$ cat src/rtl/uart_rx_sampler.sv
// uart_rx_sampler: 8N1 UART receiver driven by a 16x oversample strobe.
// smp_clk is synchronised and edge-detected into a one-cycle tick. Each bit is
// decided by a 3-sample majority vote around the bit centre.
// Ports:
//   sys_clk       system clock, all logic on posedge
//   reset         asynchronous active-high reset
//   smp_clk       oversample clock from the generator, sampled as data
//   rx            asynchronous serial line, idle high
//   rx_data       last correctly framed byte
//   rx_valid      one-cycle pulse: rx_data updated
//   rx_frame_err  one-cycle pulse: stop bit sampled low
//   rx_busy       high while the receiver is not idle
module uart_rx_sampler #(
    parameter int unsigned OVERSAMPLE = 16,
    parameter int unsigned DATA_BITS  = 8,
    parameter int unsigned MID        = 8
) (
    input  logic                 sys_clk,
    input  logic                 reset,
    input  logic                 smp_clk,
    input  logic                 rx,
    output logic [DATA_BITS-1:0] rx_data,
    output logic                 rx_valid,
    output logic                 rx_frame_err,
    output logic                 rx_busy
);

    localparam int unsigned SCNT_W = $clog2(OVERSAMPLE);
    localparam int unsigned BCNT_W = $clog2(DATA_BITS);
    localparam logic [SCNT_W-1:0] S_LAST = SCNT_W'(OVERSAMPLE - 1);
    localparam logic [SCNT_W-1:0] S_A    = SCNT_W'(MID - 1);
    localparam logic [SCNT_W-1:0] S_B    = SCNT_W'(MID);
    localparam logic [SCNT_W-1:0] S_C    = SCNT_W'(MID + 1);
    localparam logic [BCNT_W-1:0] B_LAST = BCNT_W'(DATA_BITS - 1);

    typedef enum logic [2:0] {
        IDLE  = 3'd0,
        START = 3'd1,
        DATA  = 3'd2,
        STOP  = 3'd3,
        BREAK = 3'd4
    } state_t;

    state_t                state, state_nx;
    logic [SCNT_W-1:0]     scnt, scnt_nx, scnt_inc;
    logic [BCNT_W-1:0]     bcnt, bcnt_nx;
    logic [DATA_BITS-1:0]  shift, shift_nx, data_nx;
    logic [1:0]            vote, vote_nx;
    logic                  valid_nx, ferr_nx, busy_nx;
    logic                  rx_m, rx_s, smp_m, smp_s, smp_d;
    logic                  tick, counting, at_vote, at_wrap, bit_v;

    // 2-FF synchronisers plus smp_clk rising-edge detector
    always_ff @(posedge sys_clk or posedge reset) begin
        if (reset) begin
            rx_m  <= 1'b1;
            rx_s  <= 1'b1;
            smp_m <= 1'b0;
            smp_s <= 1'b0;
            smp_d <= 1'b0;
        end else begin
            rx_m  <= rx;
            rx_s  <= rx_m;
            smp_m <= smp_clk;
            smp_s <= smp_m;
            smp_d <= smp_s;
        end
    end

    assign tick     = smp_s & ~smp_d;
    assign scnt_inc = scnt + SCNT_W'(1);
    assign counting = (state == START) || (state == DATA) || (state == STOP);
    // Sample points are taken on the post-increment count so the vote lands on ticks 7..9 of the bit
    assign at_vote  = tick && (scnt_inc == S_C);
    assign at_wrap  = tick && (scnt == S_LAST);
    assign bit_v    = (vote[0] & vote[1]) | (vote[0] & rx_s) | (vote[1] & rx_s);

    // Next-state and next-output logic
    always_comb begin
        state_nx = state;
        scnt_nx  = scnt;
        bcnt_nx  = bcnt;
        shift_nx = shift;
        vote_nx  = vote;
        data_nx  = rx_data;
        valid_nx = 1'b0;
        ferr_nx  = 1'b0;

        if (counting && tick) begin
            scnt_nx = scnt_inc;
            if (scnt_inc == S_A) vote_nx[0] = rx_s;
            if (scnt_inc == S_B) vote_nx[1] = rx_s;
        end

        case (state)
            IDLE: begin
                if (tick && !rx_s) begin
                    state_nx = START;
                    scnt_nx  = '0;
                end
            end
            START: begin
                if (at_vote && bit_v) begin
                    state_nx = IDLE;
                end else if (at_wrap) begin
                    state_nx = DATA;
                    bcnt_nx  = '0;
                end
            end
            DATA: begin
                if (at_vote) shift_nx = {bit_v, shift[DATA_BITS-1:1]};
                if (at_wrap) begin
                    if (bcnt == B_LAST) state_nx = STOP;
                    else                bcnt_nx  = bcnt + BCNT_W'(1);
                end
            end
            STOP: begin
                if (at_vote) begin
                    if (bit_v) begin
                        data_nx  = shift;
                        valid_nx = 1'b1;
                        state_nx = IDLE;
                    end else begin
                        ferr_nx  = 1'b1;
                        state_nx = BREAK;
                    end
                end
            end
            BREAK: begin
                // hold until the line is released so a stuck-low line yields one error only
                if (tick && rx_s) state_nx = IDLE;
            end
            default: state_nx = IDLE;
        endcase

        busy_nx = (state_nx != IDLE);
    end

    // State and output registers
    always_ff @(posedge sys_clk or posedge reset) begin
        if (reset) begin
            state        <= IDLE;
            scnt         <= '0;
            bcnt         <= '0;
            shift        <= '0;
            vote         <= '0;
            rx_data      <= '0;
            rx_valid     <= 1'b0;
            rx_frame_err <= 1'b0;
            rx_busy      <= 1'b0;
        end else begin
            state        <= state_nx;
            scnt         <= scnt_nx;
            bcnt         <= bcnt_nx;
            shift        <= shift_nx;
            vote         <= vote_nx;
            rx_data      <= data_nx;
            rx_valid     <= valid_nx;
            rx_frame_err <= ferr_nx;
            rx_busy      <= busy_nx;
        end
    end

endmodule
$ cat config.mk
export PLATFORM = sky130hd
export DESIGN_NAME = uart_rx_sampler
export DESIGN_NICKNAME = d
export VERILOG_FILES = /design/src/rtl/uart_rx_sampler.sv
export SDC_FILE = /design/constraint.sdc
export NUM_CORES = 1
export LEC_CHECK = 0
export ABC_AREA = 1
export CORE_ASPECT_RATIO = 0.6
export CORE_UTILIZATION = 61
export DETAILED_ROUTE_END_ITERATION = 10
export PLACE_DENSITY_LB_ADDON = 0.2
export SYNTH_ARGS = -nofsm -noshare
export SYNTH_HDL_FRONTEND = slang
export SYNTH_SLANG_ARGS = --single-unit
$ cat constraint.sdc
create_clock -name sys_clk -period 3.8 [get_ports sys_clk]
set_input_delay 0.76 -clock sys_clk [delete_from_list [all_inputs] [get_ports sys_clk]]
set_output_delay 0.76 -clock sys_clk [all_outputs]
set_load 0.1 [all_outputs]
==> results of run 1 <==
-- power groups by stage --
| stage | registers, mW | clock network [mW] | logic, mW |
|---|---|---|---|
| floorplan | 0.519 | 0 | 0.268 |
| global placement | 0.489 | 0 | 0.353 |
| detailed placement | 0.494 | 0 | 0.369 |
| CTS | 0.487 | 0.258 | 0.374 |
| global route | 0.496 | 0.271 | 0.420 |
| finish | 0.488 | 0.251 | 0.372 |
-- cell usage in the layout, fill, tap and decap left out, types with 2 or more instances in the layout --
cell type	Yosys	routed
inv_1	29	29
o21ai_0	6	6
nand4_1	3	3
clkbuf_8	0	5
o22ai_1	2	2
nor2_8	2	2
a21oi_2	2	2
clkdlybuf4s50_1	0	14
inv_2	3	3
dfrtp_1	34	34
nand2_1	37	37
ha_1	6	6
nand3_1	8	8
o21ai_1	3	3
o21ai_2	10	10
a21oi_1	5	5
dfstp_2	2	2
nor2_1	15	15
nand2_4	3	3
nand2_2	7	7
-- layout make-up --
type	count	area, um2
clock inverter	1	5.00
timing repair buffer	15	148
inverter	33	124
multi-input combinational	117	744
sequential	36	903
tap	40	50.0
clock buffer	6	72.6
fill	189	598
-- kinds of logic after synthesis --
logic type,Yosys count,share of synthesized area (%)
compound gates,29,10.9
fa+ha+maj,6,4.18
buf+inv,35,8.35
flops,36,50.2
simple gates,82,26.4
-- metal layers --
layer	wire [um]	up-vias
li1	-	636
met1	1540	596
met2	1260	31
met3	174	7
met4	38	0
met5	0	-
-- how the worst max path moves through the flow --
stage / startpoint / endpoint / slack (ns) / cells after the start
after global placement: rx_data[6] / rx_data[6] / 1.57 / 1
after floorplan: rx_data[0] / rx_data[0] / 2.13 / 0
after global routing: rx_data[6] / rx_data[6] / 1.20 / 1
after detailed placement: rx_data[0] / rx_data[0] / 1.56 / 1
final: rx_data[0] / rx_data[0] / 1.26 / 1
after CTS: rx_data[0] / rx_data[0] / 1.25 / 1
-- sequential cells by signal, indices dropped and copies added (netlist names), 2 cells and up --
register	cells
state	3
rx_data	8
bcnt	3
vote	2
scnt	4
shift	8
-- stage by stage --
stage	setup slack (ns)	instances	utilization [%]	power [mW]
global route	1.20	248	77.4	1.19
detailed placement	1.56	241	74.5	0.863
global placement	1.57	241	74.5	0.841
finish	1.26	248	77.4	1.11
CTS	1.25	248	77.4	1.12
floorplan	2.13	188	-	0.787
==> flow_summary.ini, run 1 <==
[outcome]
status = completed

[synthesis]
synth_edf_count = 0
synth.distinct_cells = 29
ys_seq_elements = 36
synthArstFlopShare_pct = 100
syn_nets = 198
yosys_warnings = 0
synth.most_common_cell = nand2_1
ys_dominant_reg_cell = dfrtp_1
ys_top_cells_by_area = dfrtp_1 (47%), nand2_1 (7.7%), inv_1 (6.1%)
syn_inst = 188
synth_top_cell_area_share_pct = 47.3
syn_area_per_cell_um2 = 9.56
synth_top_area_cell = dfrtp_1
seq_area_frac_synth_pct = 50.2
netlist_area_um2 = 1800
ys_top_cells_by_count = nand2_1 (37), dfrtp_1 (34), inv_1 (29)

[setup_path]
cpPeakStageDelay_ns = 1.13
cp.arrival_ns = 1.78
cp_max_fo = 2
worstSetupEndpointType = primary output
cp_data_required_time_ns = 3.04
startpoint_type = flop
cp_slowest_cell = clkdlybuf4s50_1
reg2reg_slack_ns = 2.06
r2r_cells = 10
path_delay_family = buffers and inverters
crit_type = flop to primary output
r2r-start = scnt[1]
path_cells = clkdlybuf4s50_1
crit_buf_inv = 1
timing.rr.end = rx_busy

[flow_run]
drv_cap = 0

[pwr]
seq_power_share_pct = 43.9
clkPwrFrac_pct = 22.6
powerDensity_nw_per_um2 = 543
ir_worst_vdd_v = 0.000489
p_sw_mw = 0.435
p_comb_share_pct = 33.5
p_sw_share_pct = 39.1
power.internal_mw = 0.677
p_leak_nw = 1.00

[global_route]
grt-ovfl-total = 0
met1_usage_pct = 34.5
grtUsageMet3_pct = 8.20
grt_pass1_vias = 1200
grtUsageTotal_pct = 23.6
top_usage_layer = met1
use_met2_pct = 33.1
grt_pass1_wl_mm = 5.38
antenna_found_initial = 0
grt_max_degree = 37

[floorplanning]
rows = 14
dieWidth_um = 72.1
initial_utilization_pct = 68.0
die_h_um = 44.1
die_area_um2 = 3180
core_um2 = 2650
ios = 15

[timing]
rsz0062_at_grt = no
hold_viol_final = 0
slew_headroom_pct = 35.3
period_share_pct = 66.8
slew_viol_final = 0
finClkSkew_ns = 0.00365
layout_min_cycle_time_ns = 2.54
max_freq_mhz = 394
finalSetupViolCount = 0
tns_ns = 0
fin_hold_ws_ns = 0.348
tightest_slew_ns = 0.967

[routing]
drc = 0
vias = 1270
routed_wl_mm = 3.01
dr.pass1.iters = 4
antenna_left = 0
drtIter0Drc = 104
via_per_inst = 5.12
avgRoutedWirePerCell_um = 12.1

[place]
gp_congestion = 0.909
dpl_cell_area_um2 = 1970
portBuffers = 14
dp_hpwl_mm = 2.27

[clocking]
post_cts_resized = 0
cts_tree = built
cts_buffers = 5
clk_pin_slew_ns = 0.07
ctsHoldBuffers = 0
cts_setup_buffers = 0
clockBufferDepth = 2
clock_latency_ns = 0.29
cts_num_sinks = 36
htree_levels = 2
clk_root_buffer_cell = clkbuf_8

[final_layout]
design_area_um2 = 2050
area_delta_synth_final_pct = 13.8
final_nets = 218
drive_gt1_share_pct = 20.7
antenna_cells = 0

[hold_path]
hold_depth = 0
hp-start = smp_m
hold_path_class = flop to flop
hold_path_end = smp_s
Note: power is estimated with default switching activity, not from simulation.
==> run 2: changes to the inputs <==
--- a/config.mk
+++ b/config.mk
@@ -7,7 +7,7 @@
 export LEC_CHECK = 0
 export ABC_AREA = 1
 export CORE_ASPECT_RATIO = 0.6
-export CORE_UTILIZATION = 61
+export CORE_UTILIZATION = 57
 export DETAILED_ROUTE_END_ITERATION = 10
 export PLACE_DENSITY_LB_ADDON = 0.2
 export SYNTH_ARGS = -nofsm -noshare
==> constraint.sdc (replaced) <==
create_clock -name sys_clk -period 2.59 [get_ports sys_clk]
set_input_delay 0.518 -clock sys_clk [delete_from_list [all_inputs] [get_ports sys_clk]]
set_output_delay 0.518 -clock sys_clk [all_outputs]
set_load 0.1 [all_outputs]
==> run 2 against run 1 <==
Clock power rose by 51%; final cell count rose by 1.2%; sequential share of layout area rose by 0.46 points; combinational power rose by 47%; non-clock buffer count did not move; critical path type is now flop to flop; core utilization fell by 8.2 points; register-to-register slack got worse by 1.2 ns; critical endpoint is now rx_data[3]; clock skew rose by 0.0050 ns; largest cell class unchanged; highest routed layer unchanged; critical path depth rose by 6; design area fell by 1.0%; first-iteration DRC count fell by 43%.
==> flow_summary.ini, run 2 (same netlist as run 1, synthesis figures left out) <==
[outcome]
status = completed

[setup_path]
cp_data_required_time_ns = 2.77
cp_max_fo = 16
cp.arrival_ns = 1.90
worstSetupEndpointType = flop
crit_type = flop to flop
startpoint_type = flop
r2r_cells = 7

[floorplanning]
core_um2 = 2930
ios = 15
initial_utilization_pct = 61.4
die_area_um2 = 3390
rows = 15
dieWidth_um = 74.5
die_h_um = 45.5

[final_layout]
area_delta_synth_final_pct = 12.7
final_common_cell = nand2_1
antenna_cells = 0
multi_input_area_um2 = 744
final_nets = 218
design_area_um2 = 2030
drive_gt1_share_pct = 25.8
reg_top3 = rx_data x8, shift x8, scnt x4
fillCellCount = 251
fin_cells = 251
ff_latch_area_um2 = 903
final_cell_mix = nand2_1 (37), dfrtp_1 (34), inv_1 (29)

[place]
gp_congestion = 0.837
dp_hpwl_mm = 2.35
dpl_cell_area_um2 = 1940
dp_cells = 243
portBuffers = 14
dpl_worst_slack_ns = 0.878

[clocking]
htree_levels = 2
ctsHoldBuffers = 0
cts_num_sinks = 36
clock_latency_ns = 0.29
cts_setup_buffers = 0
clockBufferDepth = 2
clk_root_buffer_cell = clkbuf_8
cts_tree = built
clk_pin_slew_ns = 0.07
cts_buffers = 5
post_cts_resized = 0

[timing]
layout_setup_ws_ns = 0.865
tns_ns = 0
finalSetupViolCount = 0
slew_headroom_pct = 70.6
fin_hold_ws_ns = 0.351
hold_viol_final = 0
slew_viol_final = 0
rsz0062_at_grt = no
layout_min_cycle_time_ns = 1.73
period_share_pct = 66.6
max_freq_mhz = 580
finClkSkew_ns = 0.00863
tightest_slew_ns = 0.442

[pwr]
powerDensity_nw_per_um2 = 810
ir_worst_vdd_v = 0.000611
p_leak_nw = 1.02

[routing]
vias = 1247
drtIter0Drc = 59
dr.pass1.iters = 4
antenna_left = 0
routed_wl_mm = 3.18
avgRoutedWirePerCell_um = 12.7
via_per_inst = 4.97
drc = 0

[hold_path]
hold_depth = 0
hold_path_class = flop to flop

[global_route]
grt-ovfl-total = 0
grt_pass1_vias = 1164
grt_max_degree = 37
antenna_found_initial = 0
grtUsageTotal_pct = 21.5
grt_pass1_wl_mm = 5.16

[flow_run]
drv_cap = 0
==> run 2: cell types whose count changed in the layout (fill, tap and decap cells not counted), sizes merged <==
cell	change
clkbuf	+1
buf	+11
clkdlybuf4s50	-11
==> run 2: final cells by class <==
type	instances	area share, %
Sequential cell	36	44.6
Timing Repair Buffer	15	5.93
Tap cell	42	2.59
Multi-Input combinational cell	117	36.8
Inverter	33	6.11
Clock inverter	1	0.247
Clock buffer	7	3.77
==> run 2: stage by stage <==
stage / power [mW] / utilization (%)
after floorplan: 1.15 / -
after global placement: 1.24 / 66.4
after detailed placement: 1.27 / 66.4
after CTS: 1.65 / 69.2
after global routing: 1.73 / 69.2
final: 1.64 / 69.2
==> run 2: where the power goes <==
group | internal [mW] | switching, mW | total [mW]
clock network | 0.189 | 0.191 | 0.379
logic | 0.169 | 0.376 | 0.545
registers | 0.640 | 0.0767 | 0.717
total | 0.998 | 0.643 | 1.64
==> run 2: worst paths after layout <==
kind	from	to	slack, ns
max in group asynchronous	reset	rx_m	1.61
hold reg to reg	smp_m	smp_s	0.35
setup reg to reg	scnt[0]	rx_data[3]	0.86
min in group asynchronous	reset	shift[4]	0.63
hold / removal	smp_m	smp_s	0.35
setup / recovery	scnt[0]	rx_data[3]	0.86
==> run 2: critical path, stage by stage, from the launching register on <==
cell,delay (ns)
dfrtp_1,0.44
inv_1,0.14
ha_1,0.22
nand3_4,0.11
nor2_8,0.18
nand4_4,0.29
nand2_1,0.19
o21ai_2,0.06
==> run 2: per-layer routing <==
| layer | vias up | wire length [um] | global-route usage (%) |
|---|---|---|---|
| li1 | 633 | - | - |
| met1 | 583 | 1660 | 30.2 |
| met2 | 21 | 1350 | 31.0 |
| met3 | 10 | 117 | 6.64 |
| met4 | 0 | 57 | 9.06 |
| met5 | - | 0 | 0 |
